===== src/rtl/runtime_cfg_ctrl_if.sv =====
// Bus bundle for runtime_cfg_ctrl: shadow write/read port, commit handshake,
// pipeline-drain handshake and the active configuration with its status pulses.
interface runtime_cfg_ctrl_if #(
    parameter int unsigned NrFields   = 8,
    parameter int unsigned FieldWidth = 8
) ();
    localparam int unsigned IdxW = (NrFields > 1) ? $clog2(NrFields) : 1;

    logic                           wr_valid_i;
    logic                           wr_ready_o;
    logic [IdxW-1:0]                wr_idx_i;
    logic [FieldWidth-1:0]          wr_data_i;
    logic [IdxW-1:0]                rd_idx_i;
    logic [FieldWidth-1:0]          rd_data_o;
    logic                           commit_valid_i;
    logic                           commit_ready_o;
    logic                           flush_req_o;
    logic                           pipeline_idle_i;
    logic [NrFields*FieldWidth-1:0] cfg_o;
    logic                           cfg_update_o;
    logic                           commit_done_o;
    logic                           commit_err_o;
    logic                           pending_o;

    modport slave (
        input  wr_valid_i, wr_idx_i, wr_data_i, rd_idx_i,
        input  commit_valid_i, pipeline_idle_i,
        output wr_ready_o, rd_data_o, commit_ready_o, flush_req_o,
        output cfg_o, cfg_update_o, commit_done_o, commit_err_o, pending_o
    );

    modport master (
        output wr_valid_i, wr_idx_i, wr_data_i, rd_idx_i,
        output commit_valid_i, pipeline_idle_i,
        input  wr_ready_o, rd_data_o, commit_ready_o, flush_req_o,
        input  cfg_o, cfg_update_o, commit_done_o, commit_err_o, pending_o
    );
endinterface


===== src/rtl/runtime_cfg_ctrl.sv =====
// Run-time configuration register bank: edits land in a shadow copy and are
// atomically committed to the active copy once the pipeline has drained.
module runtime_cfg_ctrl #(
    parameter int unsigned                      NrFields      = 8,
    parameter int unsigned                      FieldWidth    = 8,
    parameter logic [NrFields*FieldWidth-1:0]   RstVals       = '0,
    parameter logic [NrFields-1:0]              RoMask        = '0,
    parameter int unsigned                      TimeoutCycles = 1024
) (
    input  logic                 clk_i,
    input  logic                 rst_i,
    runtime_cfg_ctrl_if.slave    bus
);
    localparam int unsigned     IdxW     = (NrFields > 1) ? $clog2(NrFields) : 1;
    localparam int unsigned     IdxW1    = IdxW + 1;
    localparam int unsigned     CntW     = $clog2(TimeoutCycles) + 1;
    localparam logic [IdxW:0]   FieldCnt = IdxW1'(NrFields);
    localparam logic [CntW-1:0] CntLast  = CntW'(TimeoutCycles - 1);

    typedef enum logic [1:0] {
        ST_IDLE,
        ST_DRAIN,
        ST_APPLY,
        ST_ABORT
    } state_e;

    state_e r_state;
    state_e w_state_next;

    logic [FieldWidth-1:0] r_active [NrFields];
    logic [FieldWidth-1:0] r_shadow [NrFields];
    logic                  r_dirty;
    logic                  r_flush;
    logic                  r_update;
    logic                  r_done;
    logic                  r_err;
    logic [CntW-1:0]       r_cnt;

    logic                  w_idle;
    logic                  w_wr_in_range;
    logic [IdxW-1:0]       w_wr_sel;
    logic                  w_wr_en;
    logic                  w_wr_diff;
    logic                  w_dirty_post;
    logic                  w_commit_fire;
    logic                  w_rd_in_range;
    logic [IdxW-1:0]       w_rd_sel;

    assign w_idle        = (r_state == ST_IDLE);
    // Out-of-range indices are clamped to 0 so the arrays are never indexed past their end.
    assign w_wr_in_range = ({1'b0, bus.wr_idx_i} < FieldCnt);
    assign w_wr_sel      = w_wr_in_range ? bus.wr_idx_i : '0;
    assign w_wr_en       = bus.wr_valid_i & w_idle & w_wr_in_range & ~RoMask[w_wr_sel];
    assign w_wr_diff     = w_wr_en & (bus.wr_data_i != r_active[w_wr_sel]);
    assign w_dirty_post  = r_dirty | w_wr_diff;
    assign w_commit_fire = bus.commit_valid_i & w_idle;

    assign w_rd_in_range = ({1'b0, bus.rd_idx_i} < FieldCnt);
    assign w_rd_sel      = w_rd_in_range ? bus.rd_idx_i : '0;

    always_ff @(posedge clk_i or posedge rst_i) begin
        if (rst_i) begin
            r_state <= ST_IDLE;
        end else begin
            r_state <= w_state_next;
        end
    end

    // Idle is tested before the timeout so a drain finishing on the last cycle still commits.
    always_comb begin
        w_state_next = r_state;
        case (r_state)
            ST_IDLE: begin
                if (w_commit_fire && w_dirty_post) begin
                    w_state_next = ST_DRAIN;
                end
            end
            ST_DRAIN: begin
                if (bus.pipeline_idle_i) begin
                    w_state_next = ST_APPLY;
                end else if (r_cnt == CntLast) begin
                    w_state_next = ST_ABORT;
                end
            end
            ST_APPLY: w_state_next = ST_IDLE;
            ST_ABORT: w_state_next = ST_IDLE;
            default:  w_state_next = ST_IDLE;
        endcase
    end

    always_ff @(posedge clk_i or posedge rst_i) begin
        if (rst_i) begin
            for (int unsigned i = 0; i < NrFields; i++) begin
                r_active[i] <= RstVals[i*FieldWidth +: FieldWidth];
                r_shadow[i] <= RstVals[i*FieldWidth +: FieldWidth];
            end
            r_dirty  <= 1'b0;
            r_cnt    <= '0;
            r_flush  <= 1'b0;
            r_update <= 1'b0;
            r_done   <= 1'b0;
            r_err    <= 1'b0;
        end else begin
            r_update <= (r_state == ST_APPLY);
            r_done   <= (r_state == ST_APPLY) | (w_commit_fire & ~w_dirty_post);
            r_err    <= (r_state == ST_ABORT);
            r_flush  <= (w_state_next == ST_DRAIN) | (w_state_next == ST_APPLY);
            case (r_state)
                ST_IDLE: begin
                    r_cnt <= '0;
                    if (w_wr_en) begin
                        r_shadow[w_wr_sel] <= bus.wr_data_i;
                    end
                    if (w_wr_diff) begin
                        r_dirty <= 1'b1;
                    end
                end
                ST_DRAIN: begin
                    r_cnt <= r_cnt + 1'b1;
                end
                ST_APPLY: begin
                    for (int unsigned i = 0; i < NrFields; i++) begin
                        r_active[i] <= r_shadow[i];
                    end
                    r_dirty <= 1'b0;
                end
                ST_ABORT: begin
                    for (int unsigned i = 0; i < NrFields; i++) begin
                        r_shadow[i] <= r_active[i];
                    end
                    r_dirty <= 1'b0;
                end
                default: begin
                    r_cnt <= '0;
                end
            endcase
        end
    end

    generate
        for (genvar gi = 0; gi < NrFields; gi++) begin : g_cfg_out
            assign bus.cfg_o[gi*FieldWidth +: FieldWidth] = r_active[gi];
        end
    endgenerate

    assign bus.rd_data_o      = w_rd_in_range ? r_shadow[w_rd_sel] : '0;
    assign bus.wr_ready_o     = w_idle;
    assign bus.commit_ready_o = w_idle;
    assign bus.flush_req_o    = r_flush;
    assign bus.cfg_update_o   = r_update;
    assign bus.commit_done_o  = r_done;
    assign bus.commit_err_o   = r_err;
    assign bus.pending_o      = r_dirty;

endmodule


===== src/flat_wrapper.sv =====
// flat-port wrapper written by rule: the top's interface ports become plain ports
module runtime_cfg_ctrl_flat 
#(
    parameter int unsigned                      NrFields      = 8,
    parameter int unsigned                      FieldWidth    = 8,
    parameter logic [NrFields*FieldWidth-1:0]   RstVals       = '0,
    parameter logic [NrFields-1:0]              RoMask        = '0,
    parameter int unsigned                      TimeoutCycles = 1024
)
  (clk_i, rst_i, bus_wr_valid_i, bus_wr_idx_i, bus_wr_data_i, bus_rd_idx_i, bus_commit_valid_i, bus_pipeline_idle_i, bus_wr_ready_o, bus_rd_data_o, bus_commit_ready_o, bus_flush_req_o, bus_cfg_o, bus_cfg_update_o, bus_commit_done_o, bus_commit_err_o, bus_pending_o);
  runtime_cfg_ctrl_if #(.NrFields(NrFields), .FieldWidth(FieldWidth)) bus_i ();
  input  logic clk_i;
  input  logic rst_i;
  input wire logic [$bits(bus_i.wr_valid_i)-1:0] bus_wr_valid_i;
  input wire logic [$bits(bus_i.wr_idx_i)-1:0] bus_wr_idx_i;
  input wire logic [$bits(bus_i.wr_data_i)-1:0] bus_wr_data_i;
  input wire logic [$bits(bus_i.rd_idx_i)-1:0] bus_rd_idx_i;
  input wire logic [$bits(bus_i.commit_valid_i)-1:0] bus_commit_valid_i;
  input wire logic [$bits(bus_i.pipeline_idle_i)-1:0] bus_pipeline_idle_i;
  output wire logic [$bits(bus_i.wr_ready_o)-1:0] bus_wr_ready_o;
  output wire logic [$bits(bus_i.rd_data_o)-1:0] bus_rd_data_o;
  output wire logic [$bits(bus_i.commit_ready_o)-1:0] bus_commit_ready_o;
  output wire logic [$bits(bus_i.flush_req_o)-1:0] bus_flush_req_o;
  output wire logic [$bits(bus_i.cfg_o)-1:0] bus_cfg_o;
  output wire logic [$bits(bus_i.cfg_update_o)-1:0] bus_cfg_update_o;
  output wire logic [$bits(bus_i.commit_done_o)-1:0] bus_commit_done_o;
  output wire logic [$bits(bus_i.commit_err_o)-1:0] bus_commit_err_o;
  output wire logic [$bits(bus_i.pending_o)-1:0] bus_pending_o;
  assign bus_i.wr_valid_i = bus_wr_valid_i;
  assign bus_i.wr_idx_i = bus_wr_idx_i;
  assign bus_i.wr_data_i = bus_wr_data_i;
  assign bus_i.rd_idx_i = bus_rd_idx_i;
  assign bus_i.commit_valid_i = bus_commit_valid_i;
  assign bus_i.pipeline_idle_i = bus_pipeline_idle_i;
  assign bus_wr_ready_o = bus_i.wr_ready_o;
  assign bus_rd_data_o = bus_i.rd_data_o;
  assign bus_commit_ready_o = bus_i.commit_ready_o;
  assign bus_flush_req_o = bus_i.flush_req_o;
  assign bus_cfg_o = bus_i.cfg_o;
  assign bus_cfg_update_o = bus_i.cfg_update_o;
  assign bus_commit_done_o = bus_i.commit_done_o;
  assign bus_commit_err_o = bus_i.commit_err_o;
  assign bus_pending_o = bus_i.pending_o;
  runtime_cfg_ctrl #(.NrFields(NrFields), .FieldWidth(FieldWidth), .RstVals(RstVals), .RoMask(RoMask), .TimeoutCycles(TimeoutCycles)) u_core (.clk_i(clk_i), .rst_i(rst_i), .bus(bus_i));
endmodule

===== config.mk =====
export PLATFORM = sky130hd
export DESIGN_NAME = runtime_cfg_ctrl_flat
export DESIGN_NICKNAME = d
export VERILOG_FILES = /design/src/rtl/runtime_cfg_ctrl_if.sv /design/src/rtl/runtime_cfg_ctrl.sv /design/src/flat_wrapper.sv
export SDC_FILE = /design/constraint.sdc
export NUM_CORES = 1
export LEC_CHECK = 0
export CELL_PAD_IN_SITES_DETAIL_PLACEMENT = 1
export CELL_PAD_IN_SITES_GLOBAL_PLACEMENT = 1
export CORE_MARGIN = 2
export CORE_UTILIZATION = 40
export DETAILED_ROUTE_END_ITERATION = 7
export MAX_ROUTING_LAYER = met4
export PLACE_DENSITY_LB_ADDON = 0.08
export SLEW_MARGIN = 20
export SYNTH_ARGS = -nofsm -noshare
export SYNTH_HDL_FRONTEND = slang
export SYNTH_SLANG_ARGS = --single-unit

===== constraint.sdc =====
create_clock -name clk_i -period 5.1 [get_ports clk_i]
set_clock_uncertainty 0.1 [all_clocks]
set_input_delay 0.51 -clock clk_i [delete_from_list [all_inputs] [get_ports clk_i]]
set_output_delay 0.51 -clock clk_i [all_outputs]
set_load 0.03 [all_outputs]

== Word-level counts from Yosys, hierarchy flattened ==
Memory sizes are Yosys's and may differ from the RTL's.
Index checks and enable logic that the tools add are counted.
Widths: inputs -> output; s select.

* Register bits after elaboration: 146
* Latch bits: 0
* RAM bits: 0
* Memory bits (read-only): 8
* Output and inout port bits: 79
* Memories kept: 1

* Add/subtract/negate cells: 1
* $mul: 0
* Div/mod/pow operators: 0
* Order comparisons: 4
* Equal/unequal tests: 9
* Shift operators: 0
* Mux-type cells: 19
* Bitwise operators: 12
* Reduce and logical (&&, ||, !) cells: 9

{| class="wikitable"
|+ Memories
! memory !! words !! width !! read ports !! clocked after memory_dff !! write ports !! RTL line !! RTL
|-
| (no name shown) || 8 || 1 || 1 || 0 || 0 || runtime_cfg_ctrl.sv:53 || <nowiki>assign w_wr_en = bus.wr_valid_i & w_idle & w_wr_in_range & ~RoMask[w_wr_sel];</nowiki>
|}

{| class="wikitable"
|+ Operators with widths
! cell !! count
|-
| $pmux 64 s2 || 1
|-
| $bwmux 64 || 1
|-
| $mux 64 || 1
|-
| $bmux 8 s3 || 2
|-
| $mux 8 || 5
|-
| $demux 8 s3 || 1
|-
| $pmux 11 s2 || 1
|-
| $add 11x1->11 const B || 1
|-
| $eq 11x10->1 const B || 1
|-
| $ge 4x4->1 const B || 2
|-
| $ne 8x8->1 || 1
|-
| $not 3->4 || 2
|-
| $eq 2x2->1 const B || 3
|-
| $mux 2 || 3
|-
| $pmux 2 s3 || 1
|-
| $reduce_bool 2->1 || 3
|-
| $and 1x1->1 || 5
|-
| $eq 2x1->1 const B || 2
|-
| $lt 3x4->1 const B || 1
|-
| $lt 4x1->1 const B || 1
|-
| $ne 2x2->1 const B || 2
|-
| $reduce_and 2->1 || 2
|-
| $or 1x1->1 || 3
|-
| $logic_and 1x1->1 || 2
|-
| other kinds (5) || 7
|}

== Longest topological paths before layout ==
* Depth in word-level cells: 12
* Depth in mapped cells: 8
* Depth with buffers taken out: 7

== Worst setup path before layout ==
OpenSTA, ideal clock, no wires.

* Kind: input -> output
* From: input bus_rd_idx_i[0]
* To: output bus_rd_data_o[0]
* Arrival: 2.062 ns
* Path slack: 2.428 ns
* Cell stages on the path: 4
* Path through: clkbuf_1 buf_2 mux4_2 mux2_2

* Word-level cells in the longest chain between the ends: 4

{| class="wikitable"
|+ RTL lines
! element !! RTL line !! RTL
|-
| start: declaration || flat_wrapper.sv:17 || <nowiki>input wire logic [$bits(bus_i.rd_idx_i)-1:0] bus_rd_idx_i;</nowiki>
|-
| $not 3->4 (not written as such) || runtime_cfg_ctrl.sv:146 || <nowiki>assign bus.rd_data_o = w_rd_in_range ? r_shadow[w_rd_sel] : '0;</nowiki>
|-
| $bmux 8 s3 || runtime_cfg_ctrl.sv:146 ||
|-
| $mux 8 (not written as such) (2 in a row) || runtime_cfg_ctrl.sv:146 ||
|-
| end: declaration || flat_wrapper.sv:21 || <nowiki>output wire logic [$bits(bus_i.rd_data_o)-1:0] bus_rd_data_o;</nowiki>
|}

Every way passes these cells. The select of a mux whose other input is x is not followed.

== Worst setup path after layout ==
* From: input bus_rd_idx_i[1]
* To: output bus_rd_data_o[5]

Same word-level chain as after synthesis.

==> impl_metrics.json <==
{
  "setup_slack_ps": 1480,
  "min_period_ps": 3620,
  "antennaDiodeCount": 0,
  "clock_latency_ps": 430,
  "setup_violations": 0,
  "clkTransAtPathRegs_ps": 60,
  "track_usage_pct": 26.7,
  "ys_seq_elements": 146,
  "power_density_nw_per_um2": 711,
  "crit_type": "in2out",
  "cp_max_fo": 11,
  "crit_slowest_cell": "clkdlybuf4s50_1",
  "initial_core_util_pct": 40.7,
  "slew_viol_final": 0,
  "netlist_top_cells_area": "dfrtp_1 (52%), mux2_2 (13%), mux4_2 (7.4%)",
  "drt_wl_total_mm": 22.7,
  "syn_area_um2": 6990,
  "crit_arrival_ps": 3010,
  "wl_per_cell_um": 24.4,
  "ir_worst_vdd_mv": 0.339,
  "crit_top_cell": "clkdlybuf4s50_1",
  "status": "finished, final reports clean",
  "finalHoldWorstSlack_ps": 361,
  "drt_iter0_drc": 305,
  "cts_root_buf": "clkbuf_16",
  "design.die.area_um2": 18500,
  "netlist_instances": 597,
  "hp-class": "in2async",
  "crit_buf_inv": 3,
  "synth_enable_flop_cells": 0,
  "relSlewSlack_pct": 27.2,
  "portBuffers": 97,
  "fp.dieW_um": 136,
  "nets": 711,
  "hpwl_mm": 15.3,
  "cts_resized": 0,
  "path_cells": "clkdlybuf4s50_1 -> buf_4 -> mux4_2 -> mux2_2 -> clkdlybuf4s50_1",
  "startpoint_type": "input pin",
  "dp_slack_ps": 1460,
  "ys_seq_area_share_pct": 52.3,
  "fin_crit_sh_pct": 71.0,
  "clock_sinks": 146,
  "finalSetupTns_ps": 0,
  "coreArea_um2": 17200,
  "numCtsBuffers": 17,
  "syn_area_per_cell_um2": 11.7,
  "synth_ff_type": "dfrtp_1",
  "final_hold_viol_count": 0,
  "h-tree-depth": 4,
  "drtPass1Iterations": 4,
  "ioPinCount": 98,
  "leakagePower_nw": 3.99,
  "layout-area-overhead-vs-synth_pct": 25.9,
  "tightest_slew_ps": 1090,
  "synth_nets": 617,
  "startpoint": "bus_rd_idx_i[1]",
  "gp_congestion": 0.800,
  "routed-via-count": 5427,
  "post_cts.repair.setup_buffers": 0,
  "r2r_start": "u_core.r_state[1]",
  "async_flop_share_pct": 100,
  "antenna_found_initial": 0,
  "worst_setup_path_end_kind": "primary output",
  "cap_violations": 0,
  "ys_types": 40,
  "antenna_left": 0,
  "cts_tree": "yes",
  "cp.required_ps": 4490,
  "vias_per_cell": 5.85,
  "grt_pass1_vias": 5785,
  "drc": 0,
  "slowest_delay_ps": 1010,
  "layout-drive-gt1-share_pct": 22.2,
  "grt_overflow": 0,
  "synth_top_area_share_pct": 52.3,
  "rsz0062_at_grt": "no",
  "grt_start_max_net_pins": 58,
  "grt_pass1_wl_mm": 35.1,
  "fill_cells": 1815,
  "rows": 48,
  "critPathTopFamily": "buffers and inverters",
  "yosysWarnings": 0,
  "synth_top_area_cell": "dfrtp_1",
  "die_h_um": 136,
  "max_clock_freq_mhz": 276,
  "clockBufferDepth": 2,
  "hold_buffers": 0
}
[synthesized netlist by cell type (3+ instances only)]
cell type,count
dfrtp_1,146
xor2_1,7
or3_1,4
nor3_1,3
clkbuf_1,13
a22o_1,5
mux4_2,23
o22ai_1,5
mux2_2,81
nor2_1,26
buf_1,13
nand2_1,133
xnor2_1,3
inv_1,4
mux2i_1,14
nand4_1,4
a22oi_1,64
nand3_1,6
o21ai_0,9
buf_2,7
[final timing paths]
check                                       to  slack (ps)  cells after the start
setup / recovery              bus_rd_data_o[5]        1480                      5
hold / removal                 u_core.r_cnt[2]         360                      2
setup reg to reg           u_core.r_shadow[19]        2060                      6
hold reg to reg            u_core.r_shadow[11]         390                      2
max in group asynchronous  u_core.r_shadow[35]        3430                      3
min in group clk_i         u_core.r_shadow[11]         390                      2
[cell families (layout without fill, tap and decap cells)]
kind of cell | after synthesis | count (layout) | share of synthesized area [%]
DFF | 146 | 146 | 52.3
xor gates and xnor gates | 10 | 10 | 1.25
muxes | 119 | 119 | 22.8
AOI/OAI and AO/OA | 90 | 90 | 9.38
buffers and inverters | 41 | 147 | 2.77
and+or+nand+nor | 190 | 190 | 11.3
adders and majority gates | 1 | 1 | 0.179
[final cells by class]
class,count,area [um^2],share of cell area (%)
inverter,4,20.0,0.227
timing repair buffer,112,1100,12.5
tap,225,282,3.20
clock inverter,8,101,1.15
sequential,146,3650,41.5
clock buffer,23,498,5.66
multi-input combinational,410,3150,35.8
[registers in the layout, indices dropped and copies added, names as in the netlist]
signal	count
u_core.r_shadow	64
u_core.bus.flush_req_o	1
u_core.bus.commit_done_o	1
u_core.bus.commit_err_o	1
u_core.bus.pending_o	1
u_core.r_cnt	11
u_core.bus.cfg_o	64
u_core.bus.cfg_update_o	1
u_core.r_state	2
[metrics by stage]
stage	instance area (um^2)	instances	power, mW	utilization [%]
2_1_floorplan	6990	597	3.78	-
3_3_place_gp	8200	897	4.91	47.7
3_5_place_dp	8200	897	4.99	47.7
4_1_cts	8800	928	6.30	51.2
5_1_grt	8800	928	6.58	51.2
6_report	8800	928	6.26	51.2
[power breakdown]
part           switching, mW  internal [mW]  leakage, nW
Clock                  0.500          0.782        0.287
Combinational           1.40           1.21         1.80
Sequential             0.655           1.71         1.91
[layout by cell type (no fill, tap or decap), types with 2 or more instances in the layout]
cell / n
a22o_1: 5
nor3_1: 3
or3_1: 4
clkinvlp_4: 3
mux2i_1: 14
bufinv_16: 2
buf_4: 14
clkbuf_16: 17
dfrtp_1: 146
clkbuf_8: 5
nor3_2: 2
clkinv_2: 2
mux4_2: 23
o22ai_1: 5
o21ai_0: 9
nand2_1: 133
nand4_1: 4
nand3_1: 6
xor2_1: 7
and3_1: 2
a21oi_1: 2
xnor2_1: 3
clkdlybuf4s50_1: 97
a22oi_1: 64
nand2b_1: 2
inv_1: 3
nor2_1: 26
mux2_2: 81
[routing by layer]
layer | track usage (%) | up-vias | share of wire, % | wire [um]
met5 | - | - | 0 | 0
met4 | 8.62 | 0 | 2.2 | 498
met3 | 4.70 | 42 | 4.6 | 1040
met2 | 43.3 | 164 | 50 | 11400
met1 | 34.1 | 2874 | 43 | 9780
li1 | - | 2347 | - | -
No activity file was read; power rests on OpenSTA's default activity.
